File: src/rtl/debug_ram_sequencer.sv
// rtl/debug_ram_sequencer.sv - debug-port bulk load/dump sequencer for InstRAM/DataRAM
module debug_ram_sequencer #(
    parameter int ADDR_W = 14,
    parameter int LEN_W  = 13,
    parameter int RD_LAT = 1
) (
    input  logic             CPU_CLK,
    input  logic             CPU_RST,
    input  logic             cmd_valid,
    output logic             cmd_ready,
    input  logic             cmd_op,
    input  logic             cmd_sel,
    input  logic [31:0]      cmd_addr,
    input  logic [LEN_W-1:0] cmd_len,
    input  logic             wdata_valid,
    output logic             wdata_ready,
    input  logic [31:0]      wdata,
    output logic             rdata_valid,
    input  logic             rdata_ready,
    output logic [31:0]      rdata,
    output logic             done,
    output logic             core_hold,
    output logic [31:0]      dram_a2,
    output logic [31:0]      dram_wd2,
    output logic [3:0]       dram_we2,
    input  logic [31:0]      dram_rd2,
    output logic [31:0]      iram_a2,
    output logic [31:0]      iram_wd2,
    output logic [3:0]       iram_we2,
    input  logic [31:0]      iram_rd2
);

    typedef enum logic [2:0] {
        S_IDLE, S_WR_DATA, S_WR_COMMIT, S_RD_ADDR, S_RD_WAIT, S_RD_OUT, S_DONE
    } state_t;

    state_t            r_state, w_state_nxt;
    logic [ADDR_W-1:0] r_addr, w_addr_nxt;
    logic [LEN_W-1:0]  r_cnt, w_cnt_nxt;
    logic              r_sel, w_sel_nxt;
    logic [1:0]        r_lat;
    logic [31:0]       r_rdata;
    logic [31:0]       r_dram_a2, r_dram_wd2, r_iram_a2, r_iram_wd2;
    logic [3:0]        r_dram_we2, r_iram_we2;
    logic              w_lat_last, w_busy_nxt, w_commit_nxt;
    logic [31:0]       w_a2_nxt;
    logic              w_unused_addr;

    assign w_unused_addr = ^{cmd_addr[31:ADDR_W], cmd_addr[1:0]};
    assign w_lat_last    = (r_lat == 2'(RD_LAT - 1));

    always_comb begin
        w_state_nxt = r_state;
        w_addr_nxt  = r_addr;
        w_cnt_nxt   = r_cnt;
        w_sel_nxt   = r_sel;
        case (r_state)
            S_IDLE: if (cmd_valid) begin
                w_sel_nxt  = cmd_sel;
                w_addr_nxt = {cmd_addr[ADDR_W-1:2], 2'b00};
                w_cnt_nxt  = cmd_len;
                if (cmd_len == '0)  w_state_nxt = S_DONE;
                else if (cmd_op)    w_state_nxt = S_RD_ADDR;
                else                w_state_nxt = S_WR_DATA;
            end
            S_WR_DATA: if (wdata_valid) w_state_nxt = S_WR_COMMIT;
            S_WR_COMMIT: begin
                w_addr_nxt  = r_addr + ADDR_W'(4);
                w_cnt_nxt   = r_cnt - LEN_W'(1);
                w_state_nxt = (w_cnt_nxt == '0) ? S_DONE : S_WR_DATA;
            end
            S_RD_ADDR: w_state_nxt = S_RD_WAIT;
            S_RD_WAIT: if (w_lat_last) w_state_nxt = S_RD_OUT;
            S_RD_OUT: if (rdata_ready) begin
                w_addr_nxt  = r_addr + ADDR_W'(4);
                w_cnt_nxt   = r_cnt - LEN_W'(1);
                w_state_nxt = (w_cnt_nxt == '0) ? S_DONE : S_RD_ADDR;
            end
            S_DONE:  w_state_nxt = S_IDLE;
            default: w_state_nxt = S_IDLE;
        endcase
    end

    // RAM-side ports are registered from the next state so the commit cycle carries A2/WD2/WE2 together
    assign w_busy_nxt   = (w_state_nxt != S_IDLE) && (w_state_nxt != S_DONE);
    assign w_commit_nxt = (w_state_nxt == S_WR_COMMIT);
    assign w_a2_nxt     = {{(32-ADDR_W){1'b0}}, w_addr_nxt};

    always_ff @(posedge CPU_CLK or negedge CPU_RST) begin
        if (!CPU_RST) begin
            r_state    <= S_IDLE;
            r_addr     <= '0;
            r_cnt      <= '0;
            r_sel      <= 1'b0;
            r_lat      <= '0;
            r_rdata    <= '0;
            r_dram_a2  <= '0;
            r_dram_wd2 <= '0;
            r_dram_we2 <= '0;
            r_iram_a2  <= '0;
            r_iram_wd2 <= '0;
            r_iram_we2 <= '0;
        end else begin
            r_state    <= w_state_nxt;
            r_addr     <= w_addr_nxt;
            r_cnt      <= w_cnt_nxt;
            r_sel      <= w_sel_nxt;
            r_lat      <= (r_state == S_RD_WAIT) ? r_lat + 2'd1 : 2'd0;
            if (r_state == S_RD_WAIT && w_lat_last)
                r_rdata <= r_sel ? iram_rd2 : dram_rd2;
            r_dram_a2  <= (w_busy_nxt && !w_sel_nxt)   ? w_a2_nxt : '0;
            r_dram_wd2 <= (w_commit_nxt && !w_sel_nxt) ? wdata    : '0;
            r_dram_we2 <= (w_commit_nxt && !w_sel_nxt) ? 4'hF     : 4'h0;
            r_iram_a2  <= (w_busy_nxt && w_sel_nxt)    ? w_a2_nxt : '0;
            r_iram_wd2 <= (w_commit_nxt && w_sel_nxt)  ? wdata    : '0;
            r_iram_we2 <= (w_commit_nxt && w_sel_nxt)  ? 4'hF     : 4'h0;
        end
    end

    assign cmd_ready   = (r_state == S_IDLE);
    assign wdata_ready = (r_state == S_WR_DATA);
    assign rdata_valid = (r_state == S_RD_OUT);
    assign rdata       = r_rdata;
    assign done        = (r_state == S_DONE);
    assign core_hold   = (r_state != S_IDLE);
    assign dram_a2     = r_dram_a2;
    assign dram_wd2    = r_dram_wd2;
    assign dram_we2    = r_dram_we2;
    assign iram_a2     = r_iram_a2;
    assign iram_wd2    = r_iram_wd2;
    assign iram_we2    = r_iram_we2;

endmodule

File: config.mk
export PLATFORM = sky130hd
export DESIGN_NAME = debug_ram_sequencer
export DESIGN_NICKNAME = d
export VERILOG_FILES = /design/src/rtl/debug_ram_sequencer.sv
export SDC_FILE = /design/constraint.sdc
export NUM_CORES = 1
export LEC_CHECK = 0
export BUFFER_PORTS_ARGS = -buffer_cell sky130_fd_sc_hd__buf_4
export CORE_UTILIZATION = 43
export CTS_BUF_LIST = sky130_fd_sc_hd__clkbuf_16
export CTS_CLUSTER_SIZE = 25
export DETAILED_ROUTE_END_ITERATION = 8
export PLACE_DENSITY_LB_ADDON = 0.25
export SLEW_MARGIN = 20
export SYNTH_ARGS = -nofsm -noshare
export SYNTH_HDL_FRONTEND = slang
export SYNTH_SLANG_ARGS = --single-unit
File: constraint.sdc
create_clock -name CPU_CLK -period 2.95 [get_ports CPU_CLK]
set_input_delay 0.7375 -clock CPU_CLK [delete_from_list [all_inputs] [get_ports CPU_CLK]]
set_output_delay 0.7375 -clock CPU_CLK [all_outputs]
set_load 0.01 [all_outputs]
==> impl_results.md <==
- Actual slew at the worst max-slew pin: between 0.9 and 1 ns
- # diodes: 0
- # clock sinks: about 160
- Type of the worst min-delay path: input port to asynchronous set/reset pin
- # DRC: 0
- Die W: ~130 microns
- Share of layout cells above drive strength 1: 35.9%
- Outcome: complete, no violations
- Placed instance count: roughly 1100
- Crit Path Category: flip-flop to flip-flop
- Crit end category: flip-flop
- GP Congestion: about 0.86
- Worst reg2reg path startpoint: r_cnt[0]$_DFFE_PN0P_
- P_leak: about 5 nW
- Commonest non-fill, non-tap cell in the layout: buf_4
- Ys Warns: 0
- H-tree levels: 4
- Final hold vios: 0
- PortBufs: roughly 260
- Gr ovfl total: 0
- Worst-case clock buffer depth: 2
- Asr flop ratio synth: 100%
- Via density: just under 5
- Register area: ~4000 sq um
- Rel. slew slack: 39.9%
- Maximum vdd drop: 583 uV
- Pwr per Cell Area: 954 nW/um^2
- Library cells used by synthesis: between 50 and 60
- Post-Syn Area per Cell: 10.5 sq um
- Core Box Area: ~16000 sq um
- Clock latency on the worst-skew pair: approximately 0.43 ns
- P&R area growth vs syn: 38.0%
- R2R Path End: iram_a2[3]$_DFF_PN0_
- Ports: 321
- Reg-to-reg setup timing slack: between 0.15 and 0.2 ns
- Setup bufs post-CTS: 0
- Height of the die: approximately 130 microns
- Initial drt markers: 375
- Overall power: roughly 9.4 mW
- F_max: between 0.3 and 0.4 GHz
- DRT Pass-1 Iters: 5
- Filler cells: approximately 1400
- Final Instance Count excl. Fillers: about 1200
- Max-cap violations: 0
- Commonest non-fill, non-tap cells in the layout: buf_4 (283), dfrtp_1 (158), and2_1 (68)
- Final Critical Period: between 2 and 3 ns
- Num CTS Buffers: 17
- Slew Limit Fails: 0
- Data arrival, critical path: 3.06 ns
- Multi-input gate area: roughly 2700 sq um
- CTS Hold Bufs: 0
- Cells after Synth: about 680
- Gr usage total: 21.5%
- R2R cell count: 12
- Pin count of the biggest net entering global routing: between 70 and 80
- Initial antenna violation count: 0
- CP required: between 3 and 4 ns
- CTS tree: built
- Detail Route Antenna Nets: 0
- Root Driver: clkbuf_16
- Final WL: about 19 mm
- Synth Register Bits: about 160
- Number of global-route vias before repair: approximately 5400
- Prevailing post-synth register cell: dfrtp_1
- Post-synth EDFFs: 0
- Synthesized cell area: 7100 sq um
- Die area: around 17000 sq um
- Crit share post-route: 94.4%
- Seq/Total Area, Yosys: a little under three fifths
- Post-DP HPWL: 13.7 mm
- FP Rows: 46
- Clock Skews: slightly below 0.02 ns
- PostCTS Resize Cnt: 0
- Global-route wire length before repair: ~27 mm
- Worst setup SP type: flip-flop
- Clock transition at path regs: around 0.060 ns
- Nets: ~1100
- Initial Util: approximately 44%
- Final setup fails: 0
- Vias: roughly 5700
- WL per Instance: between 15 and 20 microns
- CP Max Fanout: 28
[cells in the mapped netlist, types with 2 or more instances]
| master | instances | share of area (%) |
|---|---|---|
| a211o_1 | 2 | 0.25 |
| a21oi_1 | 50 | 3.5 |
| a221oi_1 | 8 | 0.99 |
| a22oi_1 | 4 | 0.42 |
| a31oi_1 | 2 | 0.18 |
| and2_1 | 69 | 6.1 |
| and3_1 | 7 | 0.62 |
| buf_1 | 6 | 0.32 |
| buf_2 | 6 | 0.42 |
| buf_4 | 42 | 4.4 |
| buf_6 | 4 | 0.63 |
| clkbuf_1 | 23 | 1.2 |
| dfrtp_1 | 159 | 56 |
| ha_1 | 4 | 0.70 |
| inv_1 | 22 | 1.2 |
| inv_2 | 2 | 0.11 |
| mux2i_1 | 35 | 4.9 |
| nand2_1 | 31 | 1.6 |
| nand2b_1 | 4 | 0.35 |
| nand3_1 | 6 | 0.42 |
| nand4_1 | 2 | 0.18 |
| nor2_1 | 63 | 3.3 |
| nor2b_1 | 4 | 0.35 |
| nor3_1 | 33 | 2.3 |
| nor3_2 | 4 | 0.56 |
| nor3b_1 | 4 | 0.42 |
| nor4_1 | 7 | 0.62 |
| nor4_2 | 2 | 0.35 |
| o2111ai_1 | 2 | 0.25 |
| o21a_1 | 2 | 0.21 |
| o21ai_0 | 28 | 2.0 |
| o21ai_1 | 10 | 0.70 |
| or4_1 | 2 | 0.21 |
| xnor2_1 | 3 | 0.37 |
[sequential cells by signal, summed over array words and instances, names as in the netlist]
name,count
dram_a2,14
dram_wd2,32
dram_we2,1
iram_a2,14
iram_wd2,32
iram_we2,1
r_addr,14
r_cnt,13
r_lat,2
r_sel,1
r_state,3
rdata,32
[critical path: stages, from the launching register on]
cell      delay, ns
dfrtp_1        0.47
inv_1          0.07
ha_1           0.22
buf_4          0.15
nor3b_1        0.15
buf_4          0.16
o21ai_0        0.20
a22oi_2        0.13
nor4_4         0.33
nand4_2        0.17
a211oi_4       0.30
buf_12         0.22
nor3_1         0.07
[per-stage QoR]
| stage | hold WS (ns) | setup WS [ns] | area [sq um] | setup TNS, ns | utilization (%) |
|---|---|---|---|---|---|
| after floorplan | 0.442 | 0.137 | 7230 | 0 | - |
| after global placement | 0.477 | 0.192 | 9210 | 0 | 57.6 |
| after detailed placement | 0.482 | 0.155 | 9210 | 0 | 57.6 |
| after CTS | 0.351 | 0.126 | 9790 | 0 | 61.2 |
| after global routing | 0.371 | -0.00434 | 9800 | -0.00434 | 61.3 |
| final | 0.310 | 0.165 | 9800 | 0 | 61.3 |
[cell families after synthesis]
logic type               Yosys count  synth area share, %
XOR/XNOR                           3                0.370
multiplexers                      35                 4.93
buffers and inverters            105                 8.30
other                              1               0.0528
adder cells (fa/ha/maj)            4                0.705
AND/OR/NAND/NOR                  245                 18.7
AO/OA/AOI/OAI                    124                 11.0
flip-flops                       159                 56.0
[cell type report]
class                           instances  share of cell area [%]
Clock inverter                         14                    1.58
Inverter                               24                   0.919
Tap cell                              216                    2.76
Clock buffer                           17                    4.34
Sequential cell                       159                    40.6
Timing Repair Buffer                  287                    22.4
Multi-Input combinational cell        447                    27.4
[metal layers]
layer | wire (microns) | GRT usage (%)
met2 | 9420 | 36.4
met1 | 7410 | 25.9
met3 | 1590 | 7.65
met4 | 206 | 6.09
met5 | 0 | 0
[power by group]
| group | switching (mW) | internal, mW | total [mW] | leakage, nW |
|---|---|---|---|---|
| logic | 2.22 | 1.72 | 3.94 | 2.66 |
| registers | 0.454 | 2.79 | 3.25 | 2.05 |
| clock network | 0.905 | 1.26 | 2.16 | 0.282 |
| total | 3.58 | 5.77 | 9.35 | 4.99 |
[how the worst max path moves through the flow]
| stage | from | cells after the start | slack (ns) | endpoint |
|---|---|---|---|---|
| 5_1_grt | r_cnt[0]$_DFFE_PN0P_ | 12 | -0.004 | dram_a2[11]$_DFF_PN0_ |
| 4_1_cts | r_cnt[0]$_DFFE_PN0P_ | 10 | 0.13 | iram_a2[2]$_DFF_PN0_ |
| 3_5_place_dp | r_cnt[0]$_DFFE_PN0P_ | 10 | 0.15 | dram_a2[8]$_DFF_PN0_ |
| 2_1_floorplan | r_cnt[0]$_DFFE_PN0P_ | 11 | 0.14 | iram_a2[12]$_DFF_PN0_ |
| 3_3_place_gp | r_cnt[0]$_DFFE_PN0P_ | 10 | 0.19 | dram_a2[2]$_DFF_PN0_ |
| 6_report | r_cnt[0]$_DFFE_PN0P_ | 12 | 0.17 | iram_a2[3]$_DFF_PN0_ |
Note: power is estimated with default switching activity, not from simulation.
